==> src/rtl/counter_cmd_driver.sv <==
// Command sequencer for an 8-bit loadable up/down counter: buffers LOAD/UP/DOWN
// commands in a small circular FIFO and replays each one on the counter pins cycle by cycle.
module counter_cmd_driver #(
    parameter int DATA_W     = 8,
    parameter int LEN_W      = 8,
    parameter int FIFO_DEPTH = 4
) (
    input  logic                          clk,
    input  logic                          reset,
    input  logic                          cmd_valid,
    output logic                          cmd_ready,
    input  logic [1:0]                    cmd_op,
    input  logic [DATA_W-1:0]             cmd_data,
    input  logic [LEN_W-1:0]              cmd_len,
    output logic                          load_en,
    output logic                          count_en,
    output logic [DATA_W-1:0]             data,
    output logic                          busy,
    output logic                          done,
    output logic                          err,
    output logic [$clog2(FIFO_DEPTH):0]   level
);

    localparam int              AW         = $clog2(FIFO_DEPTH);
    localparam int              EW         = 2 + DATA_W + LEN_W;
    localparam logic [AW:0]     FULL_LEVEL = (AW+1)'(FIFO_DEPTH);

    typedef enum logic [1:0] {
        OP_ILLEGAL = 2'b00,
        OP_LOAD    = 2'b01,
        OP_UP      = 2'b10,
        OP_DOWN    = 2'b11
    } op_e;

    typedef enum logic {S_IDLE, S_RUN} state_e;

    logic [EW-1:0]     mem_q [FIFO_DEPTH];
    logic [AW-1:0]     wr_ptr_q, rd_ptr_q;
    logic [AW:0]       level_q, level_d;
    state_e            state_q;
    logic [LEN_W-1:0]  remain_q;
    logic              load_en_q, count_en_q, busy_q, done_q, err_q;
    logic [DATA_W-1:0] data_q;

    logic              accept, push, pop, fifo_empty, last_cycle, run_next;
    logic [EW-1:0]     head_word;
    op_e               head_op;
    logic [DATA_W-1:0] head_data;
    logic [LEN_W-1:0]  head_len;

    assign cmd_ready  = (level_q != FULL_LEVEL);
    assign accept     = cmd_valid && cmd_ready;
    assign push       = accept && (cmd_op != OP_ILLEGAL);
    assign fifo_empty = (level_q == '0);
    assign last_cycle = (state_q == S_RUN) && (remain_q == LEN_W'(1));
    // The next command is taken on the final drive cycle so back-to-back commands have no gap.
    assign pop        = !fifo_empty && ((state_q == S_IDLE) || last_cycle);
    assign run_next   = pop || ((state_q == S_RUN) && !last_cycle);

    assign head_word = mem_q[rd_ptr_q];
    assign head_op   = op_e'(head_word[EW-1 -: 2]);
    assign head_data = head_word[LEN_W +: DATA_W];
    assign head_len  = head_word[LEN_W-1:0];

    // NOTE: every variable assigned in always_comb gets a default first, so no latch is inferred.
    always_comb begin
        level_d = level_q;
        case ({push, pop})
            2'b10:   level_d = level_q + (AW+1)'(1);
            2'b01:   level_d = level_q - (AW+1)'(1);
            default: level_d = level_q;
        endcase
    end

    // NOTE: payload storage is not reset; clearing the pointers and level is what empties the FIFO.
    always_ff @(posedge clk) begin
        if (push) begin
            mem_q[wr_ptr_q] <= {cmd_op, cmd_data, cmd_len};
        end
    end

    // NOTE: sequential state uses non-blocking assignments so every register samples pre-edge values.
    always_ff @(posedge clk or negedge reset) begin
        if (!reset) begin
            wr_ptr_q <= '0;
            rd_ptr_q <= '0;
            level_q  <= '0;
            err_q    <= 1'b0;
        end else begin
            if (push) wr_ptr_q <= wr_ptr_q + AW'(1);
            if (pop)  rd_ptr_q <= rd_ptr_q + AW'(1);
            level_q <= level_d;
            err_q   <= err_q || (accept && (cmd_op == OP_ILLEGAL));
        end
    end

    always_ff @(posedge clk or negedge reset) begin
        if (!reset) begin
            state_q    <= S_IDLE;
            remain_q   <= '0;
            load_en_q  <= 1'b0;
            count_en_q <= 1'b0;
            data_q     <= '0;
            busy_q     <= 1'b0;
            done_q     <= 1'b0;
        end else begin
            done_q <= last_cycle;
            busy_q <= run_next || (level_d != '0);
            if (pop) begin
                state_q    <= S_RUN;
                remain_q   <= (head_len == '0) ? LEN_W'(1) : head_len;
                load_en_q  <= (head_op == OP_LOAD);
                count_en_q <= (head_op == OP_UP);
                data_q     <= (head_op == OP_LOAD) ? head_data : '0;
            end else if (run_next) begin
                remain_q <= remain_q - LEN_W'(1);
            end else begin
                state_q    <= S_IDLE;
                remain_q   <= '0;
                load_en_q  <= 1'b0;
                count_en_q <= 1'b0;
                data_q     <= '0;
            end
        end
    end

    assign load_en  = load_en_q;
    assign count_en = count_en_q;
    assign data     = data_q;
    assign busy     = busy_q;
    assign done     = done_q;
    assign err      = err_q;
    assign level    = level_q;

endmodule

==> config.mk <==
export PLATFORM = sky130hd
export DESIGN_NAME = counter_cmd_driver
export DESIGN_NICKNAME = d
export VERILOG_FILES = /design/src/rtl/counter_cmd_driver.sv
export SDC_FILE = /design/constraint.sdc
export NUM_CORES = 1
export LEC_CHECK = 0
export CORE_MARGIN = 4
export CORE_UTILIZATION = 45
export DETAILED_ROUTE_END_ITERATION = 8
export PLACE_DENSITY = 0.65
export SLEW_MARGIN = 20
export SYNTH_ARGS = -nofsm -noshare
export SYNTH_HDL_FRONTEND = slang
export SYNTH_SLANG_ARGS = --single-unit
==> constraint.sdc <==
create_clock -name clk -period 4.9 [get_ports clk]
set_clock_uncertainty 0.05 [all_clocks]
set_input_delay 0.98 -clock clk [delete_from_list [all_inputs] [get_ports clk]]
set_output_delay 0.98 -clock clk [all_outputs]
set_load 0.01 [all_outputs]
# Word-level counts from Yosys, hierarchy flattened
# Memories as Yosys holds them, arrays and structs flattened.
# Cells that the tools add are included.
[op_classes] eq_ne=7 n_bitwise=1 muxes=13 reduce_logical=17 addsub=5
[op_table] cell="8-bit 2-to-1 mux" n=6
[op_table] cell="8-bit by 1-bit == test with 1-bit output, second input constant" n=1
[op_table] cell="8-bit zero test" n=1
[op_table] cell="8-bit by 1-bit subtractor with 8-bit output, second input constant" n=1
[op_table] cell="1-bit logical AND" n=6
[op_table] cell="1-bit 2-to-1 mux" n=6
[op_table] cell="3-bit case mux with 2 select lines" n=1
[op_table] cell="2-bit by 1-bit adder with 2-bit output, second input constant" n=2
[op_table] cell="2-bit by 1-bit == test with 1-bit output, second input constant" n=2
[op_table] cell="2-bit == test, second input constant" n=2
[op_table] cell="1-bit logical OR" n=4
[op_table] cell="3-bit by 1-bit adder with 3-bit output, second input constant" n=1
[op_table] cell="3-bit zero test" n=1
[op_table] cell="3-bit inequality test, second input constant" n=1
[op_table] cell="3-bit nonzero test" n=1
[op_table] cell="3-bit by 1-bit subtractor with 3-bit output, second input constant" n=1
[op_table] cell="1-bit zero test" n=2
[op_table] cell="2-bit zero test" n=1
[op_table] cell="2-bit inequality test, second input constant" n=1
[op_table] cell="2-bit nonzero test" n=1
[op_table] cell="1-bit inverter" n=1
[word_totals] mem_count=1 ramBits=72 out_inout_bits=17 input_bits=21 reg_bits=29 word_cells=55
[mem_list] name="mem_q" words=4 width=18 rd=1 rd_ports_with_merged_regs=0 write_ports=1 line_no="37" source="logic [EW-1:0] mem_q [FIFO_DEPTH];"

# Logic depth before layout (Yosys ltp)
[depth] ltp_word=8 mapped_depth=13

# Worst setup path after synthesis
# Ideal clock, no wire load.
[synth_timing] path_type="input to register" start="input port cmd_op[1]" end="register busy_q (netlist: busy)" setup_time_ns=0.138 path_slack_ns=2.000 required_ns=4.712 arrival_time_ns=2.711 cell_stages=7 path_cell_list="nor2_1 > nor2_1 > inv_1 > ha_1 > fa_1 > mux2_2 > or4_1"
[synth_between] elab_chain_len=6
[synth_rtl] item="start, declared" line_no="12" source="input logic [1:0] cmd_op,"
[synth_rtl] item="2-bit nonzero test (*)" line_no="53" source="assign push = accept && (cmd_op != OP_ILLEGAL);"
[synth_rtl] item="1-bit logical AND (*)" line_no="53"
[synth_rtl] item="2-bit by 1-bit == test with 1-bit output or 2-bit == test (tied branches)" line_no="68" source="case ({push, pop})"
[synth_rtl] item="3-bit case mux with 2 select lines (*)" line_no="68"
[synth_rtl] item="net level_d[1]" line_no="39" source="logic [AW:0] level_q, level_d;"
[synth_rtl] item="3-bit nonzero test (*)" line_no="108" source="busy_q <= run_next || (level_d != '0);"
[synth_rtl] item="1-bit logical OR (*)" line_no="108"
[synth_rtl] item="end signal, assigned" line_no="108"
[synth_rtl] item="end, declared" line_no="42" source="logic load_en_q, count_en_q, busy_q, done_q, err_q;"
# The timed path passes the listed nets; every way through them passes the cells marked *.
# A chain may end at the register's enable or synchronous reset.

# Worst setup path after layout
# Ends and elaborated chain as after synthesis.

==> metrics.yaml <==
antenna_cells: 0
whs_ns: 0.4269
synthXorXnorAreaFrac: 0.02409
finalWirelength_um: 6669
r2r_setup_slack_ns: 1.63
wire_per_inst_um: 17.23
grt_max_degree: 30
worst-path-buf-inv: 2
rsz0062_at_grt: "no"
min-delay-path-class: "flop to flop"
grt_pass1_wl_um: 10850
fillers: 721
drt-initial-drc-count: 109
synthCells: 231
muxShareOfSynthArea: 0.1070
finalMaxSlewViolations: 0
antenna_found_initial: 0
io_pins: 38
hold_viol: 0
crit_path_end_kind: "flop"
die-area_um2: 10460
vias_per_cell: 5.155
ys_seq_area_frac: 0.7219
layout_common_cells: "edfxtp_1, clkdlybuf4s50_1, dfrtp_1"
cp.required_ns: 5.08
drv_cap: 0
clk_latency_ns: 0.35
synth_top_area_cell: "edfxtp_1"
synth_cell_type_count: 36
layout_commonest_cell: "edfxtp_1"
ys_warn_count: 0
start_kind: "input pin"
cts_tree: "done"
clk_pin_slew_worst_paths_ns: 0.10
ctsResizeCount: 0
core_area_um2: 8678
rr_startpoint: "remain_q[1]$_DFF_PN0_"
dpl_cell_area_um2: 4482
cts_buffers: 9
fin_crit_sh: 0.6718
report.final.setup_viol: 0
worstHoldPathCells: 1
total_power_mw: 2.477
cts-root-buf: "clkbuf_8"
power.density_nw_per_um2: 526.8
synthAdderAreaFrac: 0.02690
crit_fanout: 7
cts.path.max_buffers: 2
multiInputGateArea_um2: 1010
netlist_area_um2: 4000
regArea_um2: 2888
ant_nets: 0
cp_top_family: "simple AND/OR/NAND/NOR gates"
portBuffers: 37
fp.dieH_um: 102.3
ys_seq_elements: 101
cts_hold_buffers: 0
p_leak_nw: 1.702
synth_edf_count: 72
htree_levels: 3
track_usage: 0.1401
async_flop_share: 0.2871
first_pass_iters: 4
initial_utilization: 0.4609
tightest_slew_ns: 0.9952
synth_top_family_by_area: "multiplexers"
hp-start: "err$_DFF_PN0_"
vias: 1995
status: "finished, final reports clean"
drive_gt1_frac: 0.1505
overflow: 0
synth_nets: 260
ff2ff_path_depth: 10
setup_tns_ns: 0
drc_errors: 0
fmax_ghz: 0.3038
nets: 303
gp_congestion: 0.7442
ir_drop_v: 0.0002206
relSlewSlack: 0.3365
dp_hpwl_um: 4296
syn_area_per_cell_um2: 17.32
r2r-end: "busy$_DFF_PN0_"
worstSetupPathType: "input pin to flop"
critical_path_arrival_ns: 3.48
crit_top_cell: "nor2_1"
synth_top_area_frac: 0.5405
synth.top_cells.by_area: "edfxtp_1, dfrtp_1, mux4_2"
fin_area_um2: 4702
die_width_um: 102.3
crit_slowest_cell: "clkdlybuf4s50_1"
rows: 34
synth_ff_type: "edfxtp_1"
critPathMaxStageDelay_ns: 0.54
area_growth_syn_to_layout_pct: 17.55
finalCriticalPeriod_ns: 3.292
synth-simple-area-share: 0.06256
critPathLaunch: "cmd_op[1]"
holdPathEnd: "err$_DFF_PN0_"
numClockSinks: 101
path_cells: "clkdlybuf4s50_1 -> nor2_1 -> nor2_1 -> inv_1 -> ha_1 -> fa_1 -> mux2_2 -> or4_1"
synth_compound_area_frac: 0.03190
grt_pass1_vias: 2112
post_cts_buffers: 0
## cell type report
class,instances,area share
inverter,15,0.01197
timing repair buffer,40,0.08356
clock buffer,12,0.03539
sequential,101,0.6142
tap,108,0.02874
multi-input combinational,107,0.2147
clock inverter,4,0.01144
## per-stage QoR
stage	utilization	instances	setup slack, ns
4_1_cts	0.5418	387	1.626
3_5_place_dp	0.5164	371	1.255
5_1_grt	0.5418	387	1.444
6_report	0.5418	387	1.608
2_1_floorplan	-	231	2.000
3_3_place_gp	0.5164	371	1.295
## cell usage after synthesis, drive strengths merged, types with 2 or more instances
cell	count
mux4	18
xnor2	8
ha	7
nand2	16
buf	4
nor2	5
a21oi	2
nor3	3
nand3	7
mux2	2
o21ai	14
nor4	3
xor2	3
clkbuf	4
dfrtp	29
and2	4
nand2b	2
edfxtp	72
inv	15
## registers in the layout (all words and copies together), names as in the netlist
name and count:
rd_ptr_q 2, busy 1, done 1, count_en 1
load_en 1, state_q 1, level 3, data 8
remain_q 8, mem_q 72, err 1, wr_ptr_q 2
## logic make-up after synthesis
kind of cell / count (synthesis)
muxes: 20
and+or+nand+nor: 46
DFF: 101
buffers and inverters: 23
xor gates and xnor gates: 11
AOI/OAI and AO/OA: 22
adders and majority gates: 8
## worst reg2reg max path: cells and delay by family (launching register included)
kind            cells  cell delay, ns
buf+inv             2            0.19
mux                 1            0.28
compound gates      1            0.50
fa+ha+maj           3            0.78
simple gates        3            0.99
flops               1            0.38
## metal layers
metal	GRT usage	share of wire	wire, um
met2	0.2229	0.49	3239
met1	0.1922	0.47	3126
met3	0.02730	0.028	189
met4	0.05449	0.017	114
met5	0	0	0
## how the worst max path moves through the flow
| stage | end | slack, ns | depth (start not counted) |
|---|---|---|---|
| 2_1_floorplan | busy$_DFF_PN0_ | 2.00 | 7 |
| 3_3_place_gp | busy$_DFF_PN0_ | 1.30 | 8 |
| 3_5_place_dp | busy$_DFF_PN0_ | 1.26 | 8 |
| 4_1_cts | busy$_DFF_PN0_ | 1.63 | 10 |
| 5_1_grt | busy$_DFF_PN0_ | 1.44 | 10 |
| 6_report | busy$_DFF_PN0_ | 1.61 | 8 |
## where the power goes
part           leakage [nW]  total, mW  internal [mW]  switching, mW
Sequential             1.01       1.24           1.11          0.130
Combinational         0.581      0.680          0.353          0.326
Clock                 0.110      0.560          0.284          0.276
Total                  1.70       2.48           1.74          0.732
(Power assumes the default switching activity.)
